**src/rtl/code_lock_fsm_pkg.sv**
```systemverilog
// Shared definitions for the keypad combination lock: state encoding and a
// ceiling-log2 helper used to size counters and ports.
package code_lock_fsm_pkg;

    typedef enum logic [1:0] {
        S_IDLE    = 2'd0,
        S_ENTRY   = 2'd1,
        S_UNLOCK  = 2'd2,
        S_LOCKOUT = 2'd3
    } state_t;

    // Returns at least 1 so that a value of 1 or 2 still yields a usable width.
    function automatic int clog2(input int value);
        int result;
        result = 1;
        for (int i = 1; i < 31; i++) begin
            if ((1 << i) < value) begin
                result = i + 1;
            end
        end
        return result;
    endfunction

endpackage

```
**src/rtl/code_lock_fsm_timer.sv**
```systemverilog
// Loadable down-counter shared by the entry timeout, the unlock window and
// the lockout period; it flags expiry on the last counted cycle.
module code_lock_fsm_timer #(
    parameter int W = 6
) (
    input  logic         clk,
    input  logic         rst_n,
    input  logic         load,
    input  logic [W-1:0] load_val,
    output logic         expire
);

    logic [W-1:0] count;

    always_ff @(posedge clk or negedge rst_n) begin
        if (!rst_n) begin
            count <= '0;
        end else if (load) begin
            count <= load_val;
        end else if (count != '0) begin
            count <= count - W'(1);
        end
    end

    assign expire = (count == W'(1));

endmodule

```
**src/rtl/code_lock_fsm.sv**
```systemverilog
// Parametrised keypad combination-lock controller with failed-attempt
// lockout, inter-digit timeout, timed unlock window and code reprogramming.
module code_lock_fsm
    import code_lock_fsm_pkg::*;
#(
    parameter int                          CODE_LEN    = 4,
    parameter int                          DIGIT_W     = 4,
    parameter logic [CODE_LEN*DIGIT_W-1:0] RESET_CODE  = 16'h1234,
    parameter int                          MAX_FAIL    = 3,
    parameter int                          LOCKOUT_CYC = 16,
    parameter int                          UNLOCK_CYC  = 8,
    parameter int                          ENTRY_TO    = 32
) (
    input  logic                           clk,
    input  logic                           rst_n,
    input  logic                           digit_valid,
    input  logic [DIGIT_W-1:0]             digit,
    input  logic                           lock_req,
    input  logic                           code_load,
    input  logic [CODE_LEN*DIGIT_W-1:0]    code_in,
    output logic                           unlocked,
    output logic                           closer,
    output logic                           locked_out,
    output logic [clog2(MAX_FAIL+1)-1:0]   fail_cnt
);

    localparam int IDX_W   = clog2(CODE_LEN);
    localparam int FAIL_W  = clog2(MAX_FAIL + 1);
    localparam int T_MAX_A = (LOCKOUT_CYC > UNLOCK_CYC) ? LOCKOUT_CYC : UNLOCK_CYC;
    localparam int T_MAX   = (T_MAX_A > ENTRY_TO) ? T_MAX_A : ENTRY_TO;
    localparam int TIMER_W = clog2(T_MAX + 1);

    state_t                        state, next_state;
    logic [IDX_W-1:0]              idx, idx_n;
    logic                          mismatch, mismatch_n;
    logic [CODE_LEN*DIGIT_W-1:0]   code_reg, code_reg_n;
    logic [FAIL_W-1:0]             fail_n;
    logic                          closer_n;
    logic                          timer_load;
    logic [TIMER_W-1:0]            timer_val;
    logic                          timer_expire;
    logic [DIGIT_W-1:0]            code_digit;
    logic                          neq;
    logic                          last_digit;

    code_lock_fsm_timer #(.W(TIMER_W)) lock_timer (
        .clk      (clk),
        .rst_n    (rst_n),
        .load     (timer_load),
        .load_val (timer_val),
        .expire   (timer_expire)
    );

    always_comb begin
        code_digit = '0;
        for (int i = 0; i < CODE_LEN; i++) begin
            if (idx == IDX_W'(i)) begin
                code_digit = code_reg[i*DIGIT_W +: DIGIT_W];
            end
        end
    end

    assign neq        = (digit != code_digit);
    assign last_digit = (idx == IDX_W'(CODE_LEN - 1));

    // Next-state logic; idx is always 0 in IDLE, so the IDLE compare hits digit 0.
    always_comb begin
        next_state = state;
        idx_n      = idx;
        mismatch_n = mismatch;
        code_reg_n = code_reg;
        fail_n     = fail_cnt;
        closer_n   = 1'b0;
        timer_load = 1'b0;
        timer_val  = TIMER_W'(ENTRY_TO);

        case (state)
            S_IDLE: begin
                if (digit_valid) begin
                    idx_n      = IDX_W'(1);
                    mismatch_n = neq;
                    closer_n   = !neq;
                    timer_load = 1'b1;
                    next_state = S_ENTRY;
                end
            end
            S_ENTRY: begin
                if (digit_valid) begin
                    closer_n   = !mismatch && !neq;
                    timer_load = 1'b1;
                    if (last_digit) begin
                        idx_n      = '0;
                        mismatch_n = 1'b0;
                        if (!(mismatch || neq)) begin
                            next_state = S_UNLOCK;
                            fail_n     = '0;
                            timer_val  = TIMER_W'(UNLOCK_CYC);
                        end else if ((int'(fail_cnt) + 1) < MAX_FAIL) begin
                            next_state = S_IDLE;
                            fail_n     = fail_cnt + FAIL_W'(1);
                        end else begin
                            next_state = S_LOCKOUT;
                            fail_n     = FAIL_W'(MAX_FAIL);
                            timer_val  = TIMER_W'(LOCKOUT_CYC);
                        end
                    end else begin
                        idx_n      = idx + IDX_W'(1);
                        mismatch_n = mismatch | neq;
                    end
                end else if (timer_expire) begin
                    next_state = S_IDLE;
                    idx_n      = '0;
                    mismatch_n = 1'b0;
                end
            end
            S_UNLOCK: begin
                if (code_load) begin
                    code_reg_n = code_in;
                end
                if (timer_expire || lock_req) begin
                    next_state = S_IDLE;
                end
            end
            S_LOCKOUT: begin
                if (timer_expire) begin
                    next_state = S_IDLE;
                    fail_n     = '0;
                end
            end
            default: begin
                next_state = S_IDLE;
            end
        endcase
    end

    // State register plus registered outputs, which track the upcoming state.
    always_ff @(posedge clk or negedge rst_n) begin
        if (!rst_n) begin
            state      <= S_IDLE;
            idx        <= '0;
            mismatch   <= 1'b0;
            code_reg   <= RESET_CODE;
            fail_cnt   <= '0;
            closer     <= 1'b0;
            unlocked   <= 1'b0;
            locked_out <= 1'b0;
        end else begin
            state      <= next_state;
            idx        <= idx_n;
            mismatch   <= mismatch_n;
            code_reg   <= code_reg_n;
            fail_cnt   <= fail_n;
            closer     <= closer_n;
            unlocked   <= (next_state == S_UNLOCK);
            locked_out <= (next_state == S_LOCKOUT);
        end
    end

endmodule
```
**config.mk**
```make
export PLATFORM = sky130hd
export DESIGN_NAME = code_lock_fsm
export DESIGN_NICKNAME = d
export VERILOG_FILES = /design/src/rtl/code_lock_fsm_pkg.sv /design/src/rtl/code_lock_fsm_timer.sv /design/src/rtl/code_lock_fsm.sv
export SDC_FILE = /design/constraint.sdc
export NUM_CORES = 1
export LEC_CHECK = 0
export CAP_MARGIN = 20
export CORE_UTILIZATION = 43
export DETAILED_ROUTE_END_ITERATION = 10
export GPL_TIMING_DRIVEN = 0
export PLACE_DENSITY = 0.67
export SLEW_MARGIN = 20
export SYNTH_ARGS = -nofsm -noshare
export SYNTH_HDL_FRONTEND = slang
export SYNTH_HIERARCHICAL = 1
export SYNTH_SLANG_ARGS = --single-unit
```
**constraint.sdc**
```tcl
create_clock -name clk -period 5.9 [get_ports clk]
set_input_delay 1.77 -clock clk [delete_from_list [all_inputs] [get_ports clk]]
set_output_delay 1.77 -clock clk [all_outputs]
set_load 0.01 [all_outputs]
```
# Word level (Yosys, flattened, before mapping)
# Cells that the tools add are included.
totals:
  reg_bits: 32
  output_inout_bits: 5
  elab_cells: 84
classes:
  n_addsub: 4
  n_lt_le_gt_ge: 1
  eq_ne: 15
  n_mux: 39
  bitwise: 1
  reduce_logical: 15
ops:
  columns: ["cell", "count"]
  rows:
  - ["6-bit two-way mux", 7]
  - ["2-bit two-way mux", 15]
  - ["4-bit two-way mux", 4]
  - ["2-bit == test, second input constant", 6]
  - ["1-bit two-way mux", 8]
  - ["2-bit != test, second input constant", 4]
  - ["2-bit case mux with 2 select lines", 2]
  - ["2-bit case mux with 4 select lines", 1]
  - ["6-bit by 1-bit == test with 1-bit output, second input constant", 1]
  - ["2-bit nonzero test", 3]
  - ["6-bit nonzero test", 1]
  - ["6-bit by 1-bit subtractor with 6-bit output, second input constant", 1]
  - ["2-bit by 1-bit adder with 2-bit output, second input constant", 2]
  - ["2-bit by 1-bit == test with 1-bit output, second input constant", 2]
  - ["2-bit zero test", 2]
  - ["4-bit != test", 1]
  - ["1-bit case mux with 2 select lines", 2]
  - ["4-bit AND reduction", 1]
  - ["2-bit by 1-bit adder with 3-bit output, second input constant", 1]
  - ["3-bit by 2-bit less-than comparator with 1-bit output, second input constant", 1]
  - ["3-bit != test, second input constant", 1]
  - ["3-bit AND reduction", 1]
  - ["1-bit zero test", 2]
  - ["1-bit logical OR", 2]
  - ["4 further kinds", 4]

# Depth between registers and ports, before layout
# Gate-level depths: netlist of run 1.
depth:
  ltp_word: 12
  mapped_depth: 10

# By module
# The synthesis of run 1 kept the hierarchy.
modules_own_cells:
  columns: ["module", "instances", "cells_each", "area_each_um2"]
  rows:
  - ["code_lock_fsm", 1, 127, 1426.4]
  - ["code_lock_fsm_timer", 1, 43, 382.9]

# Least setup slack after synthesis of run 1
# No wires, ideal clock.
synth_timing:
  kind: "input-to-reg"
  from: "input digit[1]"
  to: "register lock_timer.count[5]"
  setup_time_ns: 0.066
  t_arrival_ns: 2.850
  required_ns: 5.834
  path_slack_ns: 2.984
  path_stages: 6
  path_buffers: 0
  path_cell_list: "or4_1 -> o2111ai_2 -> nor2_2 -> o21ai_0 -> nand2b_1 -> o31a_1"
synth_via:
  elab_chain_len: 7
synth_rtl:
  columns: ["item", "line", "source"]
  rows:
  - ["from (decl)", "code_lock_fsm.sv:17", "input logic [DIGIT_W-1:0] digit,"]
  - ["4-bit != test", "code_lock_fsm.sv:63", "assign neq = (digit != code_digit);"]
  - ["1-bit logical OR", "code_lock_fsm.sv:94", "if (!(mismatch || neq)) begin"]
  - ["6-bit two-way mux", "code_lock_fsm.sv:94", null]
  - ["6-bit two-way mux", "code_lock_fsm.sv:91", "if (last_digit) begin"]
  - ["6-bit two-way mux", "code_lock_fsm.sv:88", "if (digit_valid) begin"]
  - ["6-bit two-way mux", "code_lock_fsm.sv:77", "case (state)"]
  - ["net timer_val[5]", "code_lock_fsm.sv:40", "logic [TIMER_W-1:0] timer_val;"]
  - ["6-bit two-way mux", "code_lock_fsm_timer.sv:18", "end else if (load) begin"]
  - ["to (signal assigned)", "code_lock_fsm_timer.sv:19", "count <= load_val;"]
  - ["to (signal assigned)", "code_lock_fsm_timer.sv:21", "count <= count - W'(1);"]
  - ["to (decl)", "code_lock_fsm_timer.sv:13", "logic [W-1:0] count;"]
# The timed path passes the listed nets, and every way through them passes these cells.
# A chain may end at the register's enable or synchronous reset.

# Worst setup path in the final report of run 1
layout_timing:
  from: "input digit[1]"
  to: "register lock_timer.count[4]"
# The elaborated chain is that of the path after synthesis.

==> results of run 1 <==
-- worst min-delay path by stage --
stage,startpoint,endpoint,slack (ns),depth (start not counted)
global route,code_reg[14]$_DFFE_PN0P_,code_reg[14]$_DFFE_PN0P_,0.52,1
global placement,mismatch$_DFFE_PN0P_,closer$_DFF_PN0_,0.48,1
detailed placement,code_reg[14]$_DFFE_PN0P_,code_reg[14]$_DFFE_PN0P_,0.50,1
floorplan,mismatch$_DFFE_PN0P_,closer$_DFF_PN0_,0.46,1
finish,code_reg[14]$_DFFE_PN0P_,code_reg[14]$_DFFE_PN0P_,0.51,1
CTS,mismatch$_DFFE_PN0P_,closer$_DFF_PN0_,0.51,1
-- critical path, cell delays in order --
cell and delay [ns]:
sky130_fd_sc_hd__clkdlybuf4s50_1 0.43, sky130_fd_sc_hd__or4_1 0.57, sky130_fd_sc_hd__o2111ai_2 0.12, sky130_fd_sc_hd__nor2_2 0.11, sky130_fd_sc_hd__nor3_1 0.21, sky130_fd_sc_hd__nor2_1 0.07, sky130_fd_sc_hd__a31oi_1 0.13
-- metrics by stage --
stage	util (%)	instances	area, µm²
floorplan	-	172	1817
global placement	53.85	251	2170
detailed placement	53.73	251	2165
CTS	55.96	259	2255
global route	55.96	259	2255
finish	55.96	259	2255
-- layer usage --
layer | GRT usage (%) | vias to the layer above | part of all wire (%)
li1 | - | 688 | -
met1 | 23.90 | 674 | 44
met2 | 32.32 | 45 | 48
met3 | 5.822 | 13 | 5.1
met4 | 11.70 | 0 | 3.2
met5 | 0 | - | 0
-- area by class of cell --
type / count / share of cell area [%]
inverters: 10 / 1.665
well taps: 50 / 2.775
multi-input cells: 124 / 41.34
flip-flops and latches: 32 / 35.79
clock buffers: 8 / 3.996
plain buffers: 6 / 1.776
repair buffers: 29 / 12.65
-- power groups by stage --
stage / Combinational, mW / Sequential (mW) / Clock [mW]
CTS: 0.454 / 0.396 / 0.180
floorplan: 0.343 / 0.382 / 0
global placement: 0.433 / 0.391 / 0
detailed placement: 0.450 / 0.399 / 0
global route: 0.508 / 0.409 / 0.190
finish: 0.452 / 0.396 / 0.175
-- logic make-up (layout without fill, tap and decap cells) --
logic type      after synthesis  count (layout)
compound gates               45              45
xor+xnor                      2               2
fa+ha+maj                     6               6
buf+inv                      16              53
flops                        32              32
mux                          16              16
other cells                   1               3
simple gates                 52              52
-- synthesized netlist by cell type, types with 4 or more instances --
cell type / n
sky130_fd_sc_hd__ha_1: 6
sky130_fd_sc_hd__nor3_1: 6
sky130_fd_sc_hd__a221oi_2: 4
sky130_fd_sc_hd__inv_1: 9
sky130_fd_sc_hd__o31ai_1: 5
sky130_fd_sc_hd__dfstp_2: 5
sky130_fd_sc_hd__mux2_2: 16
sky130_fd_sc_hd__nand2b_1: 4
sky130_fd_sc_hd__o21ai_0: 9
sky130_fd_sc_hd__dfrtp_1: 27
sky130_fd_sc_hd__nor2_1: 6
sky130_fd_sc_hd__a21oi_1: 6
sky130_fd_sc_hd__nand3_1: 4
sky130_fd_sc_hd__nor2b_1: 4
sky130_fd_sc_hd__nand2_1: 11
==> impl_metrics.yaml, run 1 <==
power_and_ir_drop:
  switching_power_mw: 0.3793
  cell_int_power_mw: 0.6438
  combinationalPowerShare_pct: 44.2
  power.density_nw_per_um2: 453.8
  swShare_pct: 37.08
  p_total_mw: 1.023
  worst_ir_drop_vdd_mv: 0.2186
  clock_power_share_pct: 17.1
  p_seq_share_pct: 38.7
  power.static_leakage_nw: 0.9632
synthesis:
  post-synth-top-area-fraction_pct: 37.34
  yosys.area_share.simple_pct: 16.67
  synth.distinct_cells: 46
  postSynth.asyncResetShare_pct: 100.0
  yosys-top-cells-area: "sky130_fd_sc_hd__dfrtp_1 37%, sky130_fd_sc_hd__mux2_2 10%, sky130_fd_sc_hd__dfstp_2 7.3%"
  yosys-mux-area-fraction_pct: 9.959
  syn-cell-area_um2: 1809
  synth_xor_area_share_pct: 0.9682
  yosys_most_used_dff: "sky130_fd_sc_hd__dfrtp_1"
  synth-seq-cells: 32
  number_of_synthesized_flops_with_an_enable_pin: 0
  ys_warn_count: 6
  synth_top_family_by_area: "compound AO/OA/AOI/OAI gates"
  syn_avg_cell_area_um2: 10.64
  synth-adder-area-share_pct: 4.149
  synthCells: 170
  yosysSeqAreaShare_pct: 44.61
  synth_compound_gate_area_share_pct: 19.16
  netlist.top_cell.by_area: "sky130_fd_sc_hd__dfrtp_1"
worst_setup_path:
  cp-endpoint: "lock_timer/count[4]$_DFFE_PN0P_"
  rr_worst_depth: 7
  critPathKind: "in2reg"
  cp_max_fo: 6
  rr_endpoint: "locked_out$_DFF_PN0_"
  setup.worst_path.end_class: "register"
  worstSetupStartpoint: "digit[1]"
  worstPathRequired_ns: 6.11
  crit_arrival_ns: 3.42
  ff2ff_setup_slack_ns: 3.37
  r2r_start: "lock_timer/count[3]$_DFFE_PN0P_"
  startpoint_type: "input port"
floorplanning:
  floorplan.io_pins: 30
  width_of_the_chip_um: 66.87
  die-area_um2: 4471
  fp-row-count: 23
  die_h_um: 66.87
  floorplan.initialDensity_pct: 44.91
  core-area_um2: 4029
final_layout:
  largest_reg_flops: 16
  fillers: 347
  nNetsFinal: 239
  area_growth_syn_to_layout_pct: 24.62
  top_library_cells_by_usage_in_the_layout_fill_and_taps_aside: "28 x sky130_fd_sc_hd__clkdlybuf4s50_1, 27 x sky130_fd_sc_hd__dfrtp_1, 16 x sky130_fd_sc_hd__mux2_2"
  sequential_cell_area_um2: 807.0
  n_antenna_cell: 0
  combined_area_of_the_multi_input_logic_cells_um2: 932.1
  final_layout_size_suffix_gt1_share_pct: 21.53
  layout_commonest_cell: "sky130_fd_sc_hd__clkdlybuf4s50_1"
grt:
  global_route.overflow_total: 0
  grt_pass1_wl_um: 6499
  maximum_number_of_pins_on_one_net_before_global_route_repair: 33
  grt_pass1_vias: 1447
  gr-usage-all-layers_pct: 20.20
  grt_antenna_before_repair: 0
clocking:
  cts-htree-levels: 2
  post_cts_buffers: 0
  clk_root_buffer_cell: "sky130_fd_sc_hd__clkbuf_8"
  cts_hold_buffers: 0
  tritoncts_clock_tree: "yes"
  ctsLongestPathBuffers: 2
  cts.sinks: 32
  tritoncts.num_buffers: 5
  worst_skew_pair.late_latency_ns: 0.29
  clk_pin_slew_worst_paths_ns: 0.07
  postCtsResizedCells: 0
timing:
  post_route_clock_skew_ns: 0.005408
  whs_ns: 0.5073
  timing.fmax_mhz: 311.6
  setup_viol: 0
  worst-slew-pin-transition_ns: 0.7142
  hold_viol: 0
  fin_tns_setup_ns: 0
  slew_headroom_pct: 52.39
  clock_period_minus_final_worst_setup_slack_ns: 3.209
  grt_setup_unrepaired: "no"
  finalMaxSlewViolations: 0
  fin_ws_ns: 2.691
  final.period_utilization_pct: 54.39
place:
  dp_worst_setup_slack_ns: 2.388
  portBuffers: 29
  place_hpwl_um: 2814
  place.gp.congestion: 0.7908
route:
  detail_route.drc_violations: 0
  antenna_violating_nets_post_route: 0
  dr_total_vias: 1420
  post_drt_via_cell_ratio: 5.483
  drt_pass1_iterations: 4
  totalWireLength_um: 3837
  wl_per_cell_um: 14.81
  first_iter_violations: 70
outcome:
  status: "finished clean"
run:
  max_cap_viol_count: 0
hold_path:
  worstHoldPathType: "reg2reg"
Note: power is estimated with default switching activity, not from simulation.
==> inputs of run 2 (changes only) <==
clock period = 3.2 ns   (was 5.9 ns; I/O delays follow)
==> results of run 2 <==
Same layout as run 1 (identical final DEF). Status: finished clean.
Main changes from that run: setup slack after placement 2.388 ns -> 0.4976 ns; setup slack after layout 2.691 ns -> 0.6722 ns; start point of the critical path digit[1] -> lock_timer/count[3]$_DFFE_PN0P_; end point of the critical path lock_timer/count[4]$_DFFE_PN0P_ -> locked_out$_DFF_PN0_; register-to-register setup slack 3.37 ns -> 0.67 ns; total power 1.023 mW -> 1.886 mW; worst IR drop on VDD 0.2186 mV -> 0.4030 mV
==> inputs of run 3 (changes only) <==
clock period = 2.55 ns   (was 3.2 ns; I/O delays follow)
==> run 3 against run 2 <==
Non-clock buffer count is the same. Final cell count did not move. Flip-flop and latch count unchanged. Clock skew up 0.0015 ns. Critical endpoint is now lock_timer/count[5]$_DFFE_PN0P_. Largest cell class unchanged. Largest power group unchanged. Highest routed layer unchanged.
==> impl_metrics.yaml, run 3 (synthesis results as in run 1) <==
clocking:
  worst_skew_pair.late_latency_ns: 0.29
  cts-htree-levels: 2
  post_cts_buffers: 0
  clk_pin_slew_worst_paths_ns: 0.07
  ctsLongestPathBuffers: 2
  tritoncts.num_buffers: 5
  tritoncts_clock_tree: "yes"
  clk_root_buffer_cell: "sky130_fd_sc_hd__clkbuf_8"
  cts.sinks: 32
  cts_hold_buffers: 0
timing:
  grt_setup_unrepaired: "no"
  finalMaxSlewViolations: 0
  fin_ws_ns: 0.2216
  worst-slew-pin-transition_ns: 0.7123
  setup_viol: 0
  final.period_utilization_pct: 91.31
  hold_viol: 0
  timing.fmax_mhz: 429.5
  slew_headroom_pct: 52.51
  fin_tns_setup_ns: 0
  clock_period_minus_final_worst_setup_slack_ns: 2.328
  post_route_clock_skew_ns: 0.006921
route:
  dr_total_vias: 1414
  drt_pass1_iterations: 4
  post_drt_via_cell_ratio: 5.459
  totalWireLength_um: 3851
  wl_per_cell_um: 14.87
  first_iter_violations: 65
  antenna_violating_nets_post_route: 0
  detail_route.drc_violations: 0
final_layout:
  final_cell_area_um2: 2270
  nNetsFinal: 239
  top_library_cells_by_usage_in_the_layout_fill_and_taps_aside: "28 x sky130_fd_sc_hd__clkdlybuf4s50_1, 27 x sky130_fd_sc_hd__dfrtp_1, 16 x sky130_fd_sc_hd__mux2_2"
  fillers: 345
  largest_reg_flops: 16
  n_antenna_cell: 0
  final_layout_size_suffix_gt1_share_pct: 22.49
  area_growth_syn_to_layout_pct: 25.45
  layout_commonest_cell: "sky130_fd_sc_hd__clkdlybuf4s50_1"
worst_setup_path:
  cp_max_fo: 6
  setup.worst_path.end_class: "register"
  library_cell_contributing_the_largest_single_delay_on_the_critical_path: "sky130_fd_sc_hd__dfrtp_1"
  critPathKind: "reg2reg"
  path_cells: "inv_1 -> ha_1 -> nor2b_4 -> a221oi_2 -> o31ai_1 -> o2111ai_2 -> nor2_4 -> o21ai_0 -> nand2b_1 -> o31a_1"
  critical_path_buf_inv_count: 1
  peak_per_stage_delay_on_the_critical_path_ns: 0.39
  rr_worst_depth: 10
  critical_path_cell_count: 10
  startpoint_type: "register"
  critical_path.top_delay_family: "compound AO/OA/AOI/OAI gates"
  worstPathRequired_ns: 2.73
  crit_arrival_ns: 2.51
power_and_ir_drop:
  worst_ir_drop_vdd_mv: 0.5081
  power.static_leakage_nw: 0.9652
  power.density_nw_per_um2: 1052
floorplanning:
  fp-row-count: 23
  core-area_um2: 4029
  width_of_the_chip_um: 66.87
  die_h_um: 66.87
  floorplan.initialDensity_pct: 44.91
  floorplan.io_pins: 30
  die-area_um2: 4471
place:
  place.gp.congestion: 0.7908
  portBuffers: 29
  place_hpwl_um: 2814
  post_dp_cell_area_um2: 2165
  dp_worst_setup_slack_ns: 0.04265
grt:
  grt_pass1_wl_um: 6499
  maximum_number_of_pins_on_one_net_before_global_route_repair: 33
  gr-usage-all-layers_pct: 20.20
  grt_pass1_vias: 1447
  global_route.overflow_total: 0
  grt_antenna_before_repair: 0
hold_path:
  hold-path-cell-count: 1
  worstHoldPathType: "reg2reg"
run:
  max_cap_viol_count: 0
outcome:
  status: "finished clean"
## run 3: cell counts in the layout (fill, tap and decap cells not counted)
Identical to the previous run, type by type.
## run 3: worst register-to-register path, delay by kind of cell (launching register included)
| family | cells | cell delay, ns |
|---|---|---|
| AOI/OAI and AO/OA | 5 | 0.86 |
| adders and majority gates | 1 | 0.32 |
| buffers and inverters | 1 | 0.08 |
| DFF | 1 | 0.39 |
| and+or+nand+nor | 3 | 0.57 |
## run 3: through the flow
step | std cells | power (mW) | hold slack [ns] | util, %
3_5_place_dp | 251 | 1.964 | 0.4987 | 53.73
6_report | 259 | 2.389 | 0.5073 | 56.34
4_1_cts | 259 | 2.384 | 0.5070 | 55.96
5_1_grt | 259 | 2.579 | 0.5242 | 56.34
3_3_place_gp | 251 | 1.908 | 0.4798 | 53.85
2_1_floorplan | 172 | 1.677 | 0.4619 | -
## run 3: area by class of cell
cell class | count | area (µm²) | share of cell area, %
tap | 50 | 62.56 | 2.756
inverter | 10 | 37.54 | 1.654
timing repair buffer | 29 | 285.3 | 12.57
buffer | 6 | 40.04 | 1.764
clock buffer | 8 | 90.09 | 3.969
sequential | 32 | 807.0 | 35.56
multi-input combinational | 124 | 947.2 | 41.73
## run 3: metal layers
metal	GRT usage [%]	wire length (µm)	share of wire, %	vias up
li1	-	-	-	688
met1	23.90	1708	44	676
met2	32.32	1846	48	39
met3	5.822	192	5.0	11
met4	11.70	103	2.7	0
met5	0	0	0	-
## run 3: path summary, 6_finish.rpt
path,startpoint,end,slack (ns)
min in group asynchronous,rst_n,idx[0]$_DFFE_PN0P_,0.52
max in group asynchronous,rst_n,lock_timer/count[0]$_DFFE_PN0P_,1.56
setup / recovery,idx[1]$_DFFE_PN0P_,lock_timer/count[5]$_DFFE_PN0P_,0.22
hold reg to reg,code_reg[14]$_DFFE_PN0P_,code_reg[14]$_DFFE_PN0P_,0.51
hold / removal,code_reg[14]$_DFFE_PN0P_,code_reg[14]$_DFFE_PN0P_,0.51
setup reg to reg,idx[1]$_DFFE_PN0P_,lock_timer/count[5]$_DFFE_PN0P_,0.22
## run 3: power by group
part / leakage [nW] / internal (mW) / switching, mW
clock: 0.0455 / 0.220 / 0.187
combinational: 0.524 / 0.527 / 0.535
sequential: 0.396 / 0.750 / 0.170
## run 3: timing repair
item,CTS,global route
gates resized for setup,0,3
endpoints found under the hold margin,0,0
setup endpoints to repair,0,5
